[src/rtl/decode_stage_pipe_pkg.sv]
// Shared constants, instruction field layout and immediate generator for decode_stage_pipe.
package decode_stage_pipe_pkg;

  localparam int unsigned DEFAULT_XLEN = 32;
  localparam int unsigned INST_W       = 32;

  localparam logic [6:0] OP_LOAD   = 7'b0000011;
  localparam logic [6:0] OP_STORE  = 7'b0100011;
  localparam logic [6:0] OP_BRANCH = 7'b1100011;
  localparam logic [6:0] OP_JAL    = 7'b1101111;
  localparam logic [6:0] OP_JALR   = 7'b1100111;
  localparam logic [6:0] OP_LUI    = 7'b0110111;
  localparam logic [6:0] OP_AUIPC  = 7'b0010111;
  localparam logic [6:0] OP_IMM    = 7'b0010011;

  localparam logic [2:0] F3_BEQ  = 3'b000;
  localparam logic [2:0] F3_BNE  = 3'b001;
  localparam logic [2:0] F3_BLT  = 3'b100;
  localparam logic [2:0] F3_BGE  = 3'b101;
  localparam logic [2:0] F3_BLTU = 3'b110;
  localparam logic [2:0] F3_BGEU = 3'b111;

  typedef enum logic {
    ST_RUN    = 1'b0,
    ST_SQUASH = 1'b1
  } state_t;

  typedef struct packed {
    logic [6:0] func_7;
    logic [4:0] rs_2;
    logic [4:0] rs_1;
    logic [2:0] func_3;
    logic [4:0] rd;
    logic [6:0] opcode;
  } inst_t;

  // 32-bit sign-extended immediate; the caller widens to XLEN
  function automatic logic [31:0] imm_gen(input logic [31:0] inst);
    logic [31:0] imm;
    imm = '0;
    case (inst[6:0])
      OP_IMM, OP_LOAD, OP_JALR: imm = {{20{inst[31]}}, inst[31:20]};
      OP_STORE:                 imm = {{20{inst[31]}}, inst[31:25], inst[11:7]};
      OP_BRANCH:                imm = {{20{inst[31]}}, inst[7], inst[30:25], inst[11:8], 1'b0};
      OP_LUI, OP_AUIPC:         imm = {inst[31:12], 12'b0};
      OP_JAL:                   imm = {{12{inst[31]}}, inst[19:12], inst[20], inst[30:21], 1'b0};
      default:                  imm = '0;
    endcase
    return imm;
  endfunction

endpackage

[src/rtl/decode_stage_pipe_if.sv]
// Fetch/write-back/execute facing signals of decode_stage_pipe; slave = decode stage side.
interface decode_stage_pipe_if
  import decode_stage_pipe_pkg::*;
#(
  parameter int unsigned XLEN = DEFAULT_XLEN,
  parameter int unsigned RW   = 5
);
  logic              i_valid;
  logic              o_ready;
  logic [INST_W-1:0] i_inst;
  logic [XLEN-1:0]   i_pc;
  logic              i_wb_en;
  logic [RW-1:0]     i_wb_rd_num;
  logic [XLEN-1:0]   i_wb_rd;
  logic              i_ex_load;
  logic [RW-1:0]     i_ex_rd_num;
  logic              i_ex_ready;
  logic              o_valid;
  logic [XLEN-1:0]   o_pc;
  logic [XLEN-1:0]   o_rs_1;
  logic [XLEN-1:0]   o_rs_2;
  logic [RW-1:0]     o_rd_num;
  logic [6:0]        o_opcode;
  logic [6:0]        o_func_7;
  logic [2:0]        o_func_3;
  logic [XLEN-1:0]   o_imm;
  logic              o_b_taken;
  logic [XLEN-1:0]   o_b_pc;

  modport slave (
    input  i_valid, i_inst, i_pc, i_wb_en, i_wb_rd_num, i_wb_rd,
           i_ex_load, i_ex_rd_num, i_ex_ready,
    output o_ready, o_valid, o_pc, o_rs_1, o_rs_2, o_rd_num, o_opcode,
           o_func_7, o_func_3, o_imm, o_b_taken, o_b_pc
  );

  modport master (
    output i_valid, i_inst, i_pc, i_wb_en, i_wb_rd_num, i_wb_rd,
           i_ex_load, i_ex_rd_num, i_ex_ready,
    input  o_ready, o_valid, o_pc, o_rs_1, o_rs_2, o_rd_num, o_opcode,
           o_func_7, o_func_3, o_imm, o_b_taken, o_b_pc
  );
endinterface

[src/rtl/decode_stage_pipe_reg_file_2r1w.sv]
// 2-read/1-write register file, x0 hard-wired to zero, optional same-cycle write bypass.
module reg_file_2r1w #(
  parameter int unsigned       XLEN      = 32,
  parameter int unsigned       REG_COUNT = 32,
  parameter logic [XLEN-1:0]   RESET_VAL = '0,
  parameter bit                BYPASS    = 1'b0,
  localparam int unsigned      RW        = $clog2(REG_COUNT)
) (
  input  logic            clk,
  input  logic            rst_n,
  input  logic            we,
  input  logic [RW-1:0]   wr_num,
  input  logic [XLEN-1:0] wr_data,
  input  logic [RW-1:0]   rd_num_1,
  input  logic [RW-1:0]   rd_num_2,
  output logic [XLEN-1:0] rd_data_1_c,
  output logic [XLEN-1:0] rd_data_2_c
);

  logic [XLEN-1:0] regs [REG_COUNT];

  always_ff @(posedge clk or negedge rst_n) begin
    if (!rst_n) begin
      for (int unsigned i = 0; i < REG_COUNT; i++) begin
        regs[i] <= (i == 0) ? '0 : RESET_VAL;
      end
    end else if (we && wr_num != '0) begin
      regs[wr_num] <= wr_data;
    end
  end

  // Read ports: bypass (when built in) wins over storage, x0 wins over both
  always_comb begin
    rd_data_1_c = regs[rd_num_1];
    if (BYPASS && we && wr_num == rd_num_1) rd_data_1_c = wr_data;
    if (rd_num_1 == '0) rd_data_1_c = '0;
  end

  always_comb begin
    rd_data_2_c = regs[rd_num_2];
    if (BYPASS && we && wr_num == rd_num_2) rd_data_2_c = wr_data;
    if (rd_num_2 == '0) rd_data_2_c = '0;
  end

endmodule

[src/rtl/decode_stage_pipe.sv]
// Registered decode stage with ID/EX register, branch resolution and load-use stall.
// Build option: DECODE_WB_BYPASS_EN forwards same-cycle write-back instead of stalling.
module decode_stage_pipe
  import decode_stage_pipe_pkg::*;
#(
  parameter int unsigned     XLEN      = DEFAULT_XLEN,
  parameter int unsigned     REG_COUNT = 32,
  parameter logic [XLEN-1:0] RESET_VAL = '0
) (
  input  logic                i_clk,
  input  logic                i_rst,
  decode_stage_pipe_if.slave  bus
);

  localparam int unsigned RW = $clog2(REG_COUNT);

`ifdef DECODE_WB_BYPASS_EN
  localparam bit WB_BYPASS = 1'b1;
`else
  localparam bit WB_BYPASS = 1'b0;
`endif

  state_t          state;
  inst_t           inst;
  logic [RW-1:0]   rs_1_num;
  logic [RW-1:0]   rs_2_num;
  logic [XLEN-1:0] rs_1_val_c;
  logic [XLEN-1:0] rs_2_val_c;
  logic [XLEN-1:0] imm_c;
  logic            hazard_c;
  logic            ready_c;
  logic            fire_c;
  logic            taken_c;
  logic [XLEN-1:0] target_c;

  assign inst     = inst_t'(bus.i_inst);
  assign rs_1_num = RW'(inst.rs_1);
  assign rs_2_num = RW'(inst.rs_2);
  assign imm_c    = XLEN'($signed(imm_gen(bus.i_inst)));

  reg_file_2r1w #(
    .XLEN      (XLEN),
    .REG_COUNT (REG_COUNT),
    .RESET_VAL (RESET_VAL),
    .BYPASS    (WB_BYPASS)
  ) u_reg_file (
    .clk         (i_clk),
    .rst_n       (i_rst),
    .we          (bus.i_wb_en),
    .wr_num      (bus.i_wb_rd_num),
    .wr_data     (bus.i_wb_rd),
    .rd_num_1    (rs_1_num),
    .rd_num_2    (rs_2_num),
    .rd_data_1_c (rs_1_val_c),
    .rd_data_2_c (rs_2_val_c)
  );

  // Stall on load-use; without bypass also wait one cycle for a write-back into a source
  always_comb begin
    logic ex_match;
    logic wb_match;
    ex_match = bus.i_ex_rd_num != '0 &&
               (bus.i_ex_rd_num == rs_1_num || bus.i_ex_rd_num == rs_2_num);
    wb_match = bus.i_wb_rd_num != '0 &&
               (bus.i_wb_rd_num == rs_1_num || bus.i_wb_rd_num == rs_2_num);
    hazard_c = bus.i_valid &&
               ((bus.i_ex_load && ex_match) || (!WB_BYPASS && bus.i_wb_en && wb_match));
    ready_c  = (!bus.o_valid || bus.i_ex_ready) && (state == ST_SQUASH || !hazard_c);
    fire_c   = bus.i_valid && ready_c;
  end

  assign bus.o_ready = ready_c;

  always_comb begin
    taken_c  = 1'b0;
    target_c = bus.i_pc + imm_c;
    case (inst.opcode)
      OP_BRANCH: begin
        case (inst.func_3)
          F3_BEQ:  taken_c = rs_1_val_c == rs_2_val_c;
          F3_BNE:  taken_c = rs_1_val_c != rs_2_val_c;
          F3_BLT:  taken_c = $signed(rs_1_val_c) <  $signed(rs_2_val_c);
          F3_BGE:  taken_c = $signed(rs_1_val_c) >= $signed(rs_2_val_c);
          F3_BLTU: taken_c = rs_1_val_c <  rs_2_val_c;
          F3_BGEU: taken_c = rs_1_val_c >= rs_2_val_c;
          default: taken_c = 1'b0;
        endcase
      end
      OP_JAL:  taken_c = 1'b1;
      OP_JALR: begin
        taken_c  = 1'b1;
        target_c = (rs_1_val_c + imm_c) & {{(XLEN-1){1'b1}}, 1'b0};
      end
      default: taken_c = 1'b0;
    endcase
  end

  // ID/EX register; in SQUASH the first accepted instruction is dropped
  always_ff @(posedge i_clk or negedge i_rst) begin
    if (!i_rst) begin
      state         <= ST_RUN;
      bus.o_valid   <= 1'b0;
      bus.o_pc      <= '0;
      bus.o_rs_1    <= '0;
      bus.o_rs_2    <= '0;
      bus.o_rd_num  <= '0;
      bus.o_opcode  <= '0;
      bus.o_func_7  <= '0;
      bus.o_func_3  <= '0;
      bus.o_imm     <= '0;
      bus.o_b_taken <= 1'b0;
      bus.o_b_pc    <= '0;
    end else begin
      bus.o_b_taken <= 1'b0;
      if (fire_c && state == ST_RUN) begin
        bus.o_valid  <= 1'b1;
        bus.o_pc     <= bus.i_pc;
        bus.o_rs_1   <= rs_1_val_c;
        bus.o_rs_2   <= rs_2_val_c;
        bus.o_rd_num <= RW'(inst.rd);
        bus.o_opcode <= inst.opcode;
        bus.o_func_7 <= inst.func_7;
        bus.o_func_3 <= inst.func_3;
        bus.o_imm    <= imm_c;
        if (taken_c) begin
          bus.o_b_taken <= 1'b1;
          bus.o_b_pc    <= target_c;
          state         <= ST_SQUASH;
        end
      end else begin
        if (fire_c) state <= ST_RUN;
        if (bus.i_ex_ready) bus.o_valid <= 1'b0;
      end
    end
  end

endmodule

[src/flat_wrapper.sv]
// flat-port wrapper written by rule: the top's interface ports become plain ports
module decode_stage_pipe_flat import decode_stage_pipe_pkg::*;
#(
  parameter int unsigned     XLEN      = DEFAULT_XLEN,
  parameter int unsigned     REG_COUNT = 32,
  parameter logic [XLEN-1:0] RESET_VAL = '0
)
  (i_clk, i_rst, bus_i_valid, bus_i_inst, bus_i_pc, bus_i_wb_en, bus_i_wb_rd_num, bus_i_wb_rd, bus_i_ex_load, bus_i_ex_rd_num, bus_i_ex_ready, bus_o_ready, bus_o_valid, bus_o_pc, bus_o_rs_1, bus_o_rs_2, bus_o_rd_num, bus_o_opcode, bus_o_func_7, bus_o_func_3, bus_o_imm, bus_o_b_taken, bus_o_b_pc);
  decode_stage_pipe_if #(.XLEN(XLEN), .RW((5))) bus_i ();
  input  logic i_clk;
  input  logic i_rst;
  input wire logic [$bits(bus_i.i_valid)-1:0] bus_i_valid;
  input wire logic [$bits(bus_i.i_inst)-1:0] bus_i_inst;
  input wire logic [$bits(bus_i.i_pc)-1:0] bus_i_pc;
  input wire logic [$bits(bus_i.i_wb_en)-1:0] bus_i_wb_en;
  input wire logic [$bits(bus_i.i_wb_rd_num)-1:0] bus_i_wb_rd_num;
  input wire logic [$bits(bus_i.i_wb_rd)-1:0] bus_i_wb_rd;
  input wire logic [$bits(bus_i.i_ex_load)-1:0] bus_i_ex_load;
  input wire logic [$bits(bus_i.i_ex_rd_num)-1:0] bus_i_ex_rd_num;
  input wire logic [$bits(bus_i.i_ex_ready)-1:0] bus_i_ex_ready;
  output wire logic [$bits(bus_i.o_ready)-1:0] bus_o_ready;
  output wire logic [$bits(bus_i.o_valid)-1:0] bus_o_valid;
  output wire logic [$bits(bus_i.o_pc)-1:0] bus_o_pc;
  output wire logic [$bits(bus_i.o_rs_1)-1:0] bus_o_rs_1;
  output wire logic [$bits(bus_i.o_rs_2)-1:0] bus_o_rs_2;
  output wire logic [$bits(bus_i.o_rd_num)-1:0] bus_o_rd_num;
  output wire logic [$bits(bus_i.o_opcode)-1:0] bus_o_opcode;
  output wire logic [$bits(bus_i.o_func_7)-1:0] bus_o_func_7;
  output wire logic [$bits(bus_i.o_func_3)-1:0] bus_o_func_3;
  output wire logic [$bits(bus_i.o_imm)-1:0] bus_o_imm;
  output wire logic [$bits(bus_i.o_b_taken)-1:0] bus_o_b_taken;
  output wire logic [$bits(bus_i.o_b_pc)-1:0] bus_o_b_pc;
  assign bus_i.i_valid = bus_i_valid;
  assign bus_i.i_inst = bus_i_inst;
  assign bus_i.i_pc = bus_i_pc;
  assign bus_i.i_wb_en = bus_i_wb_en;
  assign bus_i.i_wb_rd_num = bus_i_wb_rd_num;
  assign bus_i.i_wb_rd = bus_i_wb_rd;
  assign bus_i.i_ex_load = bus_i_ex_load;
  assign bus_i.i_ex_rd_num = bus_i_ex_rd_num;
  assign bus_i.i_ex_ready = bus_i_ex_ready;
  assign bus_o_ready = bus_i.o_ready;
  assign bus_o_valid = bus_i.o_valid;
  assign bus_o_pc = bus_i.o_pc;
  assign bus_o_rs_1 = bus_i.o_rs_1;
  assign bus_o_rs_2 = bus_i.o_rs_2;
  assign bus_o_rd_num = bus_i.o_rd_num;
  assign bus_o_opcode = bus_i.o_opcode;
  assign bus_o_func_7 = bus_i.o_func_7;
  assign bus_o_func_3 = bus_i.o_func_3;
  assign bus_o_imm = bus_i.o_imm;
  assign bus_o_b_taken = bus_i.o_b_taken;
  assign bus_o_b_pc = bus_i.o_b_pc;
  decode_stage_pipe #(.XLEN(XLEN), .REG_COUNT(REG_COUNT), .RESET_VAL(RESET_VAL)) u_core (.i_clk(i_clk), .i_rst(i_rst), .bus(bus_i));
endmodule
[config.mk]
export PLATFORM = sky130hd
export DESIGN_NAME = decode_stage_pipe_flat
export DESIGN_NICKNAME = d
export VERILOG_FILES = /design/src/rtl/decode_stage_pipe_pkg.sv /design/src/rtl/decode_stage_pipe_if.sv /design/src/rtl/decode_stage_pipe_reg_file_2r1w.sv /design/src/rtl/decode_stage_pipe.sv /design/src/flat_wrapper.sv
export SDC_FILE = /design/constraint.sdc
export NUM_CORES = 2
export LEC_CHECK = 0
export CAP_MARGIN = 20
export CORE_ASPECT_RATIO = 1.75
export CORE_MARGIN = 2
export CORE_UTILIZATION = 30
export CTS_CLUSTER_DIAMETER = 150
export DETAILED_ROUTE_END_ITERATION = 10
export DONT_BUFFER_PORTS = 1
export GPL_ROUTABILITY_DRIVEN = 1
export HOLD_SLACK_MARGIN = 0.08
export SLEW_MARGIN = 10
export SYNTH_ARGS = -nofsm -noshare
export SYNTH_HDL_FRONTEND = slang
export SYNTH_HIERARCHICAL = 1
export SYNTH_SLANG_ARGS = --single-unit
export TNS_END_PERCENT = 20
[constraint.sdc]
create_clock -name i_clk -period 4 [get_ports i_clk]
set_input_delay 0.4 -clock i_clk [delete_from_list [all_inputs] [get_ports i_clk]]
set_output_delay 0.4 -clock i_clk [all_outputs]
set_load 0.005 [all_outputs]
==> impl_results.md <==
- TritonRoute pass-1 iters: 6
- CP most frequent cell: a311oi_2
- Via count: about 46000
- Critical path's slowest cell: nor2b_1
- Setup slack, reg-to-reg: -520 ps
- Buffers on Ports: 0
- Hold Path Stages: 2
- Period utilisation layout: 122.3%
- Net count after synthesis: approximately 5000
- Worst slew pin tran: ~1900 ps
- Pins over their slew limit: between 90 and 100
- Delay-heaviest family, CP: compound AO/OA/AOI/OAI gates
- Hold Violations, Final: 0
- Vias in the first global route: just under 50000
- Worst setup SP type: input pin
- Yosys warnings: 6
- Worst Hold Path EP: u_core/bus.o_imm[17]$_DFFE_PN0P_
- Area Growth Syn to Fin: 20.38%
- Slew margin rel.: -26.10%
- Final-report setup violation count: 34
- LEAKAGE: about 35 nW
- H-tree Lvls: 3
- Final Critical Period: 4892 ps
- Largest net degree at the start of global routing: between 200 and 300
- Register area share after synthesis: between 40% and 50%
- Clock buffer count from CTS: roughly 110
- Final ANT Viol Nets: 0
- HPWL Detailed: 150800 um
- IO Pins: 297
- Full die area: 224600 um^2
- Avg Cell Area, Syn: 13.66 um^2
- Crit Path Class: in2reg
- Worst Setup End Kind: flip-flop
- Min-delay src: bus_i_inst[17]
- Synth unique cells: 74
- First-pass GRT wire length: 341400 um
- Clk_lat worst skew: between 700 and 800 ps
- #FFs+latches synth: 1209
- Critical Path RT: about 4600 ps
- R2R Path Start: u_core/u_reg_file/regs[906]$_DFFE_PN0P_
- Initial antenna violation count: 20
- Routed WL: between 200000 and 250000 um
- Initial DRC count: around 3500
- Layout Utilization: between 30% and 40%
- Mapped Cells: 4846
- CP max FO: between 200 and 300
- Fmax achieved: 0.2044 GHz
- Failing checks: max-slew violations, negative setup slack
- Vias per Instance: between 5 and 6
- Routed len/inst: between 20 and 30 um
- Share of cells above drive strength 1: between 40% and 50%
- HP Class: in2reg
- Core area: 219900 um^2
- Synthesized cell area: ~66000 um^2
- Sink Count: 1209
- Max cap viols: 0
- Clk_skew: roughly 32 ps
- EDFF count, synth: 0
- CP Buf/Inv Count: 3
- Max Buffers Root-to-Sink: 3
- Grt ovf: 0
- Initial core utilization: 30.11%
- Top FF cell, synth: dfrtp_1
- Die Wd: approximately 360 um
- # nets final: roughly 5500
- CP max stage delay: around 660 ps
- Ys async rst share: 100.0%
- CTS tree: done
- Worst reg2reg endpoint: u_core/bus.o_b_pc[18]$_DFFE_PN0P_
- RSZ-0062 raised after global routing: yes
- Worst endpoint data arrival time: about 5500 ps
- RePlAce Congestion: 0.9128
- Power Dens Cells: approximately 450 nW/um^2
- Dpl ws: -1040 ps
- Die H: around 630 um
- GRT Total Usage: 20.48%
- Worst VDD drop: between 0.3 and 0.4 mV
- Crit path cell chain: nor2b_1 -> a211oi_2 -> buf_4 -> a311oi_2 -> inv_1 -> ha_1 -> nand4_1 -> or3_1 -> a21o_1 -> a21oi_4 -> nor4_4 -> a311oi_2 -> mux2i_2 -> o21bai_4 -> buf_12 -> mux2_4
- Worst r2r path cells: 19
- Rows: around 230
- Fin worst setup slack: -892.4 ps
- Fillers: around 21000
- Drc violations: 0
- Root Driver: clkbuf_16
- Status: complete, but fails checks
- Clock slew at reported path FFs: 70 ps
[area by class of cell]
type	count	area (um^2)	area share, %
diodes	7	17.52	0.02198
clock buffers	142	2999	3.763
inverters	55	211.5	0.2653
repair buffers	805	7500	9.409
clock inverters	53	807.0	1.012
flip-flops and latches	1209	30250	37.96
well taps	2875	3597	4.513
multi-input cells	3096	34320	43.06
[registers in the layout, summed over array words and instances (netlist names)]
signal and count:
u_core/bus.o_opcode 7, u_core/bus.o_rd_num 5, u_core/bus.o_rs_2 32, u_core/bus.o_valid 1, u_core/bus.o_pc 32, u_core/bus.o_b_taken 1, u_core/bus.o_rs_1 32, u_core/bus.o_b_pc 32
u_core/bus.o_func_3 3, u_core/bus.o_imm 32, u_core/bus.o_func_7 7, u_core/u_reg_file/regs 1024, u_core/state 1
[what timing repair did]
item,in CTS,in global routing
setup buffers,3,12
endpoints found under the hold margin,1378,0
pin swaps,16,14
resized for setup,44,59
cloned,0,2
endpoints found under the setup margin,34,34
hold buffers,129,0
[how the worst max path moves through the flow]
stage                                              endpoint                               startpoint  cells after the start  slack [ps]
after floorplan           u_core/bus.o_b_pc[18]$_DFFE_PN0P_                           bus_i_inst[19]                     18        -120
after global placement    u_core/bus.o_b_pc[26]$_DFFE_PN0P_                           bus_i_inst[21]                     17       -1060
after detailed placement   u_core/bus.o_b_pc[9]$_DFFE_PN0P_                           bus_i_inst[21]                     17       -1040
after CTS                 u_core/bus.o_b_pc[18]$_DFFE_PN0P_  u_core/u_reg_file/regs[927]$_DFFE_PN0P_                     19        -390
after global routing      u_core/bus.o_b_pc[18]$_DFFE_PN0P_  u_core/u_reg_file/regs[446]$_DFFE_PN0P_                     18        -620
final                     u_core/bus.o_b_pc[18]$_DFFE_PN0P_                           bus_i_inst[22]                     16        -890
[logic make-up after synthesis]
logic type	count (synthesis)	share of synthesized area [%]
fa+ha+maj	95	1.818
mux	1752	37.18
compound gates	705	7.165
xor+xnor	75	0.9920
flops	1209	45.69
simple gates	469	3.503
buf+inv	541	3.654
[synth_stat cells (all sizes together) (39+ instances only)]
master | count | share of area, %
o21ai | 215 | 1.6
ha | 93 | 1.8
dfrtp | 1209 | 46
mux4 | 448 | 15
nor2b | 81 | 0.77
a211oi | 75 | 0.86
nor2 | 75 | 0.43
a21o | 55 | 0.62
mux2 | 1172 | 20
xnor2 | 39 | 0.52
mux2i | 132 | 2.0
a21oi | 83 | 0.63
buf | 229 | 1.9
a221oi | 47 | 0.62
nand2 | 168 | 0.95
clkbuf | 257 | 1.5
a311oi | 65 | 0.86
a22oi | 67 | 0.76
inv | 55 | 0.31
[cells in the final DEF, fill, tap and decap left out, types with 82 or more instances in the layout]
master,count
a21oi_1,82
ha_1,90
buf_4,600
mux4_2,448
dfrtp_1,1209
o21ai_0,161
nand2_1,155
dlygate4sd3_1,111
mux2i_1,131
mux2_2,1159
clkbuf_16,109
[layer usage]
| metal | vias up | track usage [%] | share of wire (%) |
|---|---|---|---|
| met3 | 686 | 3.327 | 5.8 |
| met5 | - | 0 | 0.029 |
| met1 | 24570 | 22.83 | 36 |
| met4 | 10 | 13.17 | 7.4 |
| met2 | 1925 | 36.17 | 50 |
| li1 | 19280 | - | - |
[metrics by stage]
| step | hold WS (ps) | total power [mW] | std cells | setup TNS, ps | area (um^2) |
|---|---|---|---|---|---|
| 2_1_floorplan | 104.4 | 21.32 | 4846 | -2266 | 66520 |
| 3_3_place_gp | 112.8 | 23.66 | 7873 | -30900 | 73360 |
| 3_5_place_dp | 112.5 | 24.04 | 7877 | -30320 | 73460 |
| 4_1_cts | 82.04 | 35.94 | 8204 | -9061 | 78940 |
| 5_1_grt | 75.33 | 37.39 | 8237 | -17890 | 79700 |
| 6_report | 64.85 | 35.99 | 8242 | -26610 | 79710 |
[power by group]
group	total, mW	internal [mW]	switching, mW
Combinational	8.21	5.00	3.21
Clock	11.5	6.46	5.03
Sequential	16.3	14.5	1.77
Total	36.0	26.0	10.0
(Power assumes the default switching activity.)
